`config.mk`:
```
export PLATFORM = sky130hd
export DESIGN_NAME = tcb_arbiter_flat
export DESIGN_NICKNAME = d
export VERILOG_FILES = /design/src/rtl/tcb_arbiter_if.sv /design/src/rtl/tcb_arbiter.sv /design/src/flat_wrapper.sv
export SDC_FILE = /design/constraint.sdc
export NUM_CORES = 1
export LEC_CHECK = 0
export ABC_AREA = 1
export BUFFER_PORTS_ARGS = -buffer_cell sky130_fd_sc_hd__buf_2
export CAP_MARGIN = 20
export CORE_AREA = 2 2 118 120
export CTS_BUF_LIST = sky130_fd_sc_hd__clkbuf_16
export CTS_CLUSTER_DIAMETER = 150
export DETAILED_ROUTE_END_ITERATION = 8
export DIE_AREA = 0 0 120 122
export PLACE_DENSITY_LB_ADDON = 0.08
export SKIP_CTS_REPAIR_TIMING = 1
export SYNTH_ARGS = -nofsm -noshare
export SYNTH_HDL_FRONTEND = slang
export SYNTH_SLANG_ARGS = --single-unit
```
`constraint.sdc`:
```
create_clock -name clk -period 3.7 [get_ports clk]
set_input_delay 0.555 -clock clk [delete_from_list [all_inputs] [get_ports clk]]
set_output_delay 0.555 -clock clk [all_outputs]
set_load 0.01 [all_outputs]
```
`src/rtl/tcb_arbiter_if.sv`:
```
// Signal bundle between the TCB managers, the round-robin arbiter and the shared subordinate.
// The arbiter takes the slave modport; the environment driving both sides takes master.
interface tcb_arbiter_if #(
    parameter int unsigned MAN_N = 2,
    parameter int unsigned REQ_W = 72,
    parameter int unsigned RSP_W = 40
);
    logic [MAN_N-1:0]       man_vld;
    logic [MAN_N-1:0]       man_rdy;
    logic [MAN_N*REQ_W-1:0] man_req;
    logic [RSP_W-1:0]       man_rsp;
    logic [MAN_N-1:0]       man_rsp_vld;
    logic                   sub_vld;
    logic                   sub_rdy;
    logic [REQ_W-1:0]       sub_req;
    logic [RSP_W-1:0]       sub_rsp;

    modport slave (
        input  man_vld, man_req, sub_rdy, sub_rsp,
        output man_rdy, man_rsp, man_rsp_vld, sub_vld, sub_req
    );

    modport master (
        output man_vld, man_req, sub_rdy, sub_rsp,
        input  man_rdy, man_rsp, man_rsp_vld, sub_vld, sub_req
    );
endinterface

```
`src/rtl/tcb_arbiter.sv`:
```
// Round-robin arbiter sharing one TCB subordinate between MAN_N managers; responses are
// steered back to the issuing manager through a DLY-stage index delay line.
module tcb_arbiter #(
    parameter int unsigned MAN_N = 2,
    parameter int unsigned DLY   = 1,
    parameter int unsigned REQ_W = 72,
    parameter int unsigned RSP_W = 40
) (
    input  logic          clk,
    input  logic          rst,
    tcb_arbiter_if.slave  bus_io
);
    localparam int unsigned IDX_W = (MAN_N > 1) ? $clog2(MAN_N) : 1;

    logic [IDX_W-1:0] ptr_q, ptr_d;
    logic [IDX_W-1:0] gnt_q, gnt;
    logic             lck_q, lck_d;
    logic             sub_vld;
    logic             trn;
    logic             rsp_trn;
    logic [IDX_W-1:0] rsp_idx;
    logic [IDX_W-1:0] cand;
    int               j;
    logic [REQ_W-1:0] req_arr [MAN_N];

    // Descending scan so the lowest offset from ptr_q is assigned last and wins.
    always_comb begin
        gnt  = ptr_q;
        j    = 0;
        cand = '0;
        if (lck_q) begin
            gnt = gnt_q;
        end else begin
            for (int k = int'(MAN_N) - 1; k >= 0; k--) begin
                j    = (int'(ptr_q) + k) % int'(MAN_N);
                cand = IDX_W'(j);
                if (bus_io.man_vld[cand]) gnt = cand;
            end
        end
    end

    for (genvar i = 0; i < int'(MAN_N); i++) begin : g_man
        assign req_arr[i]            = bus_io.man_req[i*REQ_W +: REQ_W];
        assign bus_io.man_rdy[i]     = bus_io.sub_rdy && (gnt == IDX_W'(i));
        assign bus_io.man_rsp_vld[i] = rsp_trn && (rsp_idx == IDX_W'(i));
    end

    assign sub_vld        = bus_io.man_vld[gnt];
    assign bus_io.sub_vld = sub_vld;
    assign bus_io.sub_req = req_arr[gnt];
    assign bus_io.man_rsp = bus_io.sub_rsp;
    assign trn            = sub_vld && bus_io.sub_rdy;

    always_comb begin
        ptr_d = ptr_q;
        lck_d = sub_vld && !bus_io.sub_rdy;
        if (trn) ptr_d = (gnt == IDX_W'(MAN_N - 1)) ? '0 : gnt + 1'b1;
    end

    always_ff @(posedge clk or negedge rst) begin
        if (!rst) begin
            ptr_q <= '0;
            lck_q <= 1'b0;
            gnt_q <= '0;
        end else begin
            ptr_q <= ptr_d;
            lck_q <= lck_d;
            gnt_q <= gnt;
        end
    end

    if (DLY > 0) begin : g_dly
        logic [DLY-1:0]   trn_q;
        logic [IDX_W-1:0] idx_q [DLY];

        always_ff @(posedge clk or negedge rst) begin
            if (!rst) begin
                trn_q <= '0;
                for (int k = 0; k < int'(DLY); k++) idx_q[k] <= '0;
            end else begin
                trn_q[0] <= trn;
                idx_q[0] <= gnt;
                for (int k = 1; k < int'(DLY); k++) begin
                    trn_q[k] <= trn_q[k-1];
                    idx_q[k] <= idx_q[k-1];
                end
            end
        end

        assign rsp_trn = trn_q[DLY-1];
        assign rsp_idx = idx_q[DLY-1];
    end else begin : g_no_dly
        assign rsp_trn = trn;
        assign rsp_idx = gnt;
    end
endmodule

```
`src/flat_wrapper.sv`:
```
// flat-port wrapper written by rule: the top's interface ports become plain ports
module tcb_arbiter_flat 
#(
    parameter int unsigned MAN_N = 2,
    parameter int unsigned DLY   = 1,
    parameter int unsigned REQ_W = 72,
    parameter int unsigned RSP_W = 40
)
  (clk, rst, bus_io_man_vld, bus_io_man_req, bus_io_sub_rdy, bus_io_sub_rsp, bus_io_man_rdy, bus_io_man_rsp, bus_io_man_rsp_vld, bus_io_sub_vld, bus_io_sub_req);
  tcb_arbiter_if #(.MAN_N(MAN_N), .REQ_W(REQ_W), .RSP_W(RSP_W)) bus_io_i ();
  input  logic clk;
  input  logic rst;
  input wire logic [$bits(bus_io_i.man_vld)-1:0] bus_io_man_vld;
  input wire logic [$bits(bus_io_i.man_req)-1:0] bus_io_man_req;
  input wire logic [$bits(bus_io_i.sub_rdy)-1:0] bus_io_sub_rdy;
  input wire logic [$bits(bus_io_i.sub_rsp)-1:0] bus_io_sub_rsp;
  output wire logic [$bits(bus_io_i.man_rdy)-1:0] bus_io_man_rdy;
  output wire logic [$bits(bus_io_i.man_rsp)-1:0] bus_io_man_rsp;
  output wire logic [$bits(bus_io_i.man_rsp_vld)-1:0] bus_io_man_rsp_vld;
  output wire logic [$bits(bus_io_i.sub_vld)-1:0] bus_io_sub_vld;
  output wire logic [$bits(bus_io_i.sub_req)-1:0] bus_io_sub_req;
  assign bus_io_i.man_vld = bus_io_man_vld;
  assign bus_io_i.man_req = bus_io_man_req;
  assign bus_io_i.sub_rdy = bus_io_sub_rdy;
  assign bus_io_i.sub_rsp = bus_io_sub_rsp;
  assign bus_io_man_rdy = bus_io_i.man_rdy;
  assign bus_io_man_rsp = bus_io_i.man_rsp;
  assign bus_io_man_rsp_vld = bus_io_i.man_rsp_vld;
  assign bus_io_sub_vld = bus_io_i.sub_vld;
  assign bus_io_sub_req = bus_io_i.sub_req;
  tcb_arbiter #(.MAN_N(MAN_N), .DLY(DLY), .REQ_W(REQ_W), .RSP_W(RSP_W)) u_core (.clk(clk), .rst(rst), .bus_io(bus_io_i));
endmodule
```
==> impl_results.md, run 1 <==
- Outcome: finished, final reports clean
- Clock Path Buffers: 2
- Drt pass-1 iters: 4
- Root Buffer: clkbuf_16
- DRC Markers: 0
- Worst Clk Skew: 0.001599 ns
- Reg area: 100.1 sq um
- Core Box Area: 13500 sq um
- Initial core utilization: 10.78%
- Num CTS Buffers: 3
- Comb pwr share: 76.8%
- Final Non-Filler Cells: 656
- Actual slew at the worst max-slew pin: 0.7262 ns
- Mean Syn Cell Area: 4.818 sq um
- MaxCap Viol Count: 0
- Fraction of layout cells with a size suffix above 1: 49.37%
- RR Endpoint: u_core.ptr_q$_DFFE_PN0P_
- R2r setup slk: 1.89 ns
- Slew margin rel.: 51.59%
- GRT Overall Usage: 8.072%
- Top post-synthesis cells by area: nand2_1 58%, buf_4 22%, dfrtp_1 6.9%
- Asr flop ratio synth: 100.0%
- Min Clock Period, post-route: 2.715 ns
- P per Cell Area: 397.9 nW/um^2
- Yosys warnings: 0
- Netlist Area Pre-Place: 1455 sq um
- Worst EP arrival: 2.16 ns
- Setup CP Type: in -> out
- CTS tree: built
- Layout area overhead: 69.82%
- DIE HEIGHT: 122 um
- Max VDD drop: 0.1185 mV
- Final Hold Vio Count: 0
- Total power: 0.9831 mW
- Vias: 2286
- Hold WC Path Type: in -> async
- DR iter-0 viols: 40
- Period Utilization, post-route: 73.39%
- Total Routed Length: 6611 um
- Area of the multi-input gates: 900.9 sq um
- Sequential Power Share: 6.2%
- WL per Instance: 10.08 um
- Clock slew at reported path FFs: 0.03 ns
- Distinct cell type count after synthesis: 13
- Pins Over Slew Limit: 0
- Net Sw Frac: 50.89%
- Largest net degree at the start of global routing: 74
- Fmax: 368.3 MHz
- N_diodes: 0
- Top-area cell type share of the netlist area: 57.78%
- Die area: 14640 sq um
- Placed instance count: 653
- Clock Sinks: 4
- Clock share of power: 17.0%
- Post-synth EDFFs: 0
- Int Pwr: 0.4829 mW
- Synth area leader: nand2_1
- Top cells by count, synth: 224 x nand2_1, 42 x buf_4, 8 x inv_1
- Fin util: 18.30%
- Setup crit start kind: primary input
- Final ANT Viol Nets: 0
- Clock Latency Late Sink: 0.22 ns
- Placed wire-length estimate: 5373 um
- Initial antenna violation count: 0
- Die W: 120 um
- Setup tns final: 0 ns
- First-pass GRT wire length: 9722 um
- Layout Nets: 667
- Yosys reg bits: 4
- Port bufs: 225
- Sw power: 0.5003 mW
- Leak Pwr: 1.721 nW
- Avg Vias per Cell: 3.485
- Crit Path Max Fanout: 73
- Number of cells on the worst reg-to-reg path: 9
- Setup violations, final: 0
- Data required, critical path: 3.14 ns
- Unrepaired setup endpoints after global routing: no
- Number of I/O pins: 306
- Syn_nets: 491
- Most common cell in the netlist: nand2_1
- GRT Residual Overflow: 0
- Vias in the first global route: 2062
- Crit. End Element: output port
- R2R Path Start: u_core.ptr_q$_DFFE_PN0P_
- H-tree Lvls: 1
- Top FF cell, synth: dfrtp_1
- Row count: 43
- Hold slack: 0.1266 ns
- Register area share after synthesis: 6.879%
- # fillers: 1615
- Placer Congestion: 0.6927
- Synth Instances: 302
-- flip-flops by register name (all words and copies together) (netlist names) --
signal,count
u_core.g_dly.idx_q,1
u_core.g_dly.trn_q,1
u_core.lck_q,1
u_core.ptr_q,1
-- placed cells by master (no fill, tap or decap) --
cell type / netlist / layout
buf_4: 42 / 1
inv_1: 8 / 8
nor2_2: 1 / 1
nand3_1: 2 / 2
nand2_4: 1 / 1
a21oi_2: 1 / 1
nor2_1: 3 / 3
dfrtp_1: 4 / 4
nand2_2: 2 / 2
buf_2: 7 / 225
nand2_1: 224 / 224
inv_4: 1 / 1
clkbuf_16: 0 / 3
-- kinds of logic after synthesis --
group | synth area share, %
AO/OA/AOI/OAI | 0.6020
buffers and inverters | 31.21
flip-flops | 6.879
AND/OR/NAND/NOR | 61.31
-- worst max-delay path by stage --
stage	to	start	cells after the start
2_1_floorplan	bus_io_sub_req[0]	bus_io_man_vld[0]	9
3_3_place_gp	bus_io_sub_req[38]	bus_io_man_vld[0]	10
3_5_place_dp	bus_io_sub_req[38]	bus_io_man_vld[0]	10
4_1_cts	bus_io_sub_req[38]	bus_io_man_vld[0]	10
5_1_grt	bus_io_sub_req[29]	bus_io_man_vld[0]	10
6_report	bus_io_sub_req[38]	bus_io_man_vld[0]	10
-- power by group through the flow --
| stage | combinational, mW | clock, mW | sequential [mW] |
|---|---|---|---|
| 5_1_grt | 0.864 | 0.175 | 0.0628 |
| 2_1_floorplan | 0.517 | 0 | 0.0594 |
| 6_report | 0.755 | 0.167 | 0.0612 |
| 3_3_place_gp | 0.785 | 0 | 0.0623 |
| 3_5_place_dp | 0.775 | 0 | 0.0622 |
| 4_1_cts | 0.778 | 0.170 | 0.0618 |
-- layer usage --
layer	vias to the layer above	GRT usage, %	part of all wire, %
li1	1196	-	-
met1	923	8.064	34
met2	161	15.70	52
met3	6	2.481	13
met4	0	2.794	1.3
met5	-	0	0
-- per-stage QoR --
step,setup slack [ns],area (sq um)
2_1_floorplan,1.878,1455
3_3_place_gp,0.8810,2396
3_5_place_dp,0.8849,2396
4_1_cts,0.8851,2471
5_1_grt,0.7231,2471
6_report,0.9846,2471
-- critical path: stages --
cell and delay [ns]:
buf_2 0.11, inv_1 0.05, nand2_1 0.05, nand2_1 0.06, nand2_2 0.09, nand2_4 0.23, inv_4 0.64, nand2_1 0.11
nand2_1 0.11, buf_2 0.13
-- final cells by class --
cell class	count	share of cell area (%)
timing repair buffer	226	45.87
sequential	4	4.051
tap	180	9.114
multi-input combinational	234	36.46
clock buffer	3	3.038
inverter	9	1.468
Power figures use the tool's default switching activity.
==> run 2: changes to the inputs <==
- CORE_AREA: 2 2 118 120 -> 2 2 119 121
- DIE_AREA: 0 0 120 122 -> 0 0 121 123
- clock period: 3.7 -> 2.8 ns (I/O delays scaled with it)
==> impl_results.md, run 2 (synthesis results as in run 1) <==
- Sequential Power Share: 6.0% (-0.2 points)
- Outcome: finished, violations left
- Initial core utilization: 10.69% (-0.085 points)
- Total power: 1.333 mW (+36%)
- Commonest cells after routing, fill and taps aside: 225 x buf_2, 224 x nand2_1, 8 x inv_1, 4 x dfrtp_1
- Number of I/O pins: 306 (unchanged)
- Failing checks: negative hold slack
- Min Clock Period, post-route: 2.249 ns
- Actual slew at the worst max-slew pin: 0.3483 ns (-0.3779 ns)
- Setup tns final: 0 ns (unchanged)
- CTS tree: built
- Crit Path Max Fanout: 30 (-59%)
- Fmax: 444.6 MHz
- Clock Latency Late Sink: 0.23 ns (about the same)
- Worst EP arrival: 1.83 ns (-0.33 ns)
- Layout area overhead: 72.23%
- First-pass GRT wire length: 9390 um (-3.4%)
- GRT Residual Overflow: 0 (unchanged)
- Data required, critical path: 2.38 ns (-0.76 ns)
- P per Cell Area: 531.9 nW/um^2 (+34%)
- Die W: 121 um (+0.83%)
- CP Cell Sequence: inv_1, a21oi_2, nand2_2, nand2_4, buf_4, nand2_2, nand2_1, inv_1, buf_2
- GRT Overall Usage: 7.808% (-0.26 points)
- Final Hold Vio Count: 4 (+4)
- DRC Markers: 0 (unchanged)
- Crit-path leading delay family: buffers and inverters
- Leading cell type in the layout, fill and taps excluded: buf_2
- MaxCap Viol Count: 0 (unchanged)
- Bufs and invs on worst path: 4 (unchanged)
- Leak Pwr: 1.741 nW (+1.1%)
- Avg Vias per Cell: 3.476 (-0.24%)
- Sw power: 0.6730 mW (+35%)
- DIE HEIGHT: 123 um (+0.82%)
- Int Pwr: 0.6600 mW (+37%)
- Setup CP Type: reg -> out
- Setup crit start kind: flop
- Unrepaired setup endpoints after global routing: no
- Comb pwr share: 77.1% (+0.3 points)
- Clock Sinks: 4 (unchanged)
- Slew margin rel.: 76.78% (+25 points)
- Pins Over Slew Limit: 0 (unchanged)
- CP max stage delay: 0.39 ns (-0.25 ns)
- Row count: 43 (unchanged)
- Vias: 2291 (+0.22%)
- Initial antenna violation count: 0 (unchanged)
- Period Utilization, post-route: 80.32%
- Total Routed Length: 6662 um (+0.77%)
- Largest net degree at the start of global routing: 39 (-47%)
- Crit. End Element: output port
- Clock slew at reported path FFs: 0.03 ns (about the same)
- Fin util: 18.41% (+0.11 points)
- WL per Instance: 10.11 um (+0.31%)
- Clock share of power: 16.8% (-0.2 points)
- # fillers: 1618 (+0.19%)
- Clock Path Buffers: 2 (unchanged)
- Drt pass-1 iters: 4 (unchanged)
- Worst Clk Skew: 0.001325 ns (-0.0002732 ns)
- Port bufs: 225 (unchanged)
- H-tree Lvls: 1 (unchanged)
- Final ANT Viol Nets: 0 (unchanged)
- DR iter-0 viols: 39 (-2.5%)
- Placed wire-length estimate: 5448 um (+1.4%)
- Setup violations, final: 0 (unchanged)
- Placer Congestion: 0.7047 (+1.7%)
- Slowest library cell on the worst path: buf_4
- Max VDD drop: 0.1441 mV (+22%)
- Net Sw Frac: 50.49% (-0.40 points)
- Layout Nets: 670 (+0.45%)
- Die area: 14880 sq um (+1.7%)
- Root Buffer: clkbuf_16
- Vias in the first global route: 2092 (+1.5%)
- N_diodes: 0 (unchanged)
- Fraction of layout cells with a size suffix above 1: 49.69% (+0.32 points)
- Hold slack: -0.008062 ns (-0.1347 ns)
- Core Box Area: 13610 sq um (+0.80%)
- Num CTS Buffers: 3 (unchanged)
- Hold WC Path Type: in -> async
run 2: metal layers:
layer / wire length (um) / track usage, %
met4: 53 / 1.381
met1: 2395 / 8.020
met5: 0 / 0
met2: 3404 / 15.66
met3: 809 / 2.260
run 2: power by group through the flow:
| stage | combinational [mW] | clock (mW) | sequential, mW |
|---|---|---|---|
| 2_1_floorplan | 0.684 | 0 | 0.0785 |
| 3_3_place_gp | 1.07 | 0 | 0.0814 |
| 3_5_place_dp | 1.06 | 0 | 0.0815 |
| 4_1_cts | 1.06 | 0.229 | 0.0808 |
| 5_1_grt | 1.17 | 0.233 | 0.0837 |
| 6_report | 1.03 | 0.224 | 0.0805 |
run 2: worst reg2reg max path, delay by kind of cell (launching register included):
kind,cells,cell delay [ns]
simple gates,6,0.61
buf+inv,2,0.45
flops,1,0.36
compound gates,1,0.12
run 2: worst paths after layout:
path	startpoint	end	slack, ns	depth (start not counted)
hold reg to reg	u_core.ptr_q$_DFFE_PN0P_	u_core.ptr_q$_DFFE_PN0P_	0.51	2
hold / removal	rst	u_core.lck_q$_DFF_PN0_	-0.008	1
min in group clk	bus_io_sub_rdy	u_core.lck_q$_DFF_PN0_	0.39	2
setup reg to reg	u_core.ptr_q$_DFFE_PN0P_	u_core.ptr_q$_DFFE_PN0P_	1.19	9
max in group asynchronous	rst	u_core.g_dly.trn_q$_DFF_PN0_	2.69	1
setup / recovery	u_core.ptr_q$_DFFE_PN0P_	bus_io_sub_vld	0.55	9
run 2: layout make-up:
cell class	instances	area, sq um	share of cell area (%)
Inverter	9	36.28	1.448
Clock buffer	3	75.07	2.996
Tap cell	180	225.2	8.987
Sequential cell	4	100.1	3.994
Multi-Input combinational cell	234	900.9	35.95
Timing Repair Buffer	229	1169	46.63
run 2: metrics by stage:
stage	hold WS (ns)	worst slack (ns)	cells	instance area (sq um)
6_report	-0.008062	0.5510	659	2506
4_1_cts	-0.005734	0.4715	659	2506
3_3_place_gp	0.2320	0.5211	656	2431
5_1_grt	0.002405	0.3129	659	2506
3_5_place_dp	0.2322	0.5245	656	2431
2_1_floorplan	0.1244	1.248	302	1455
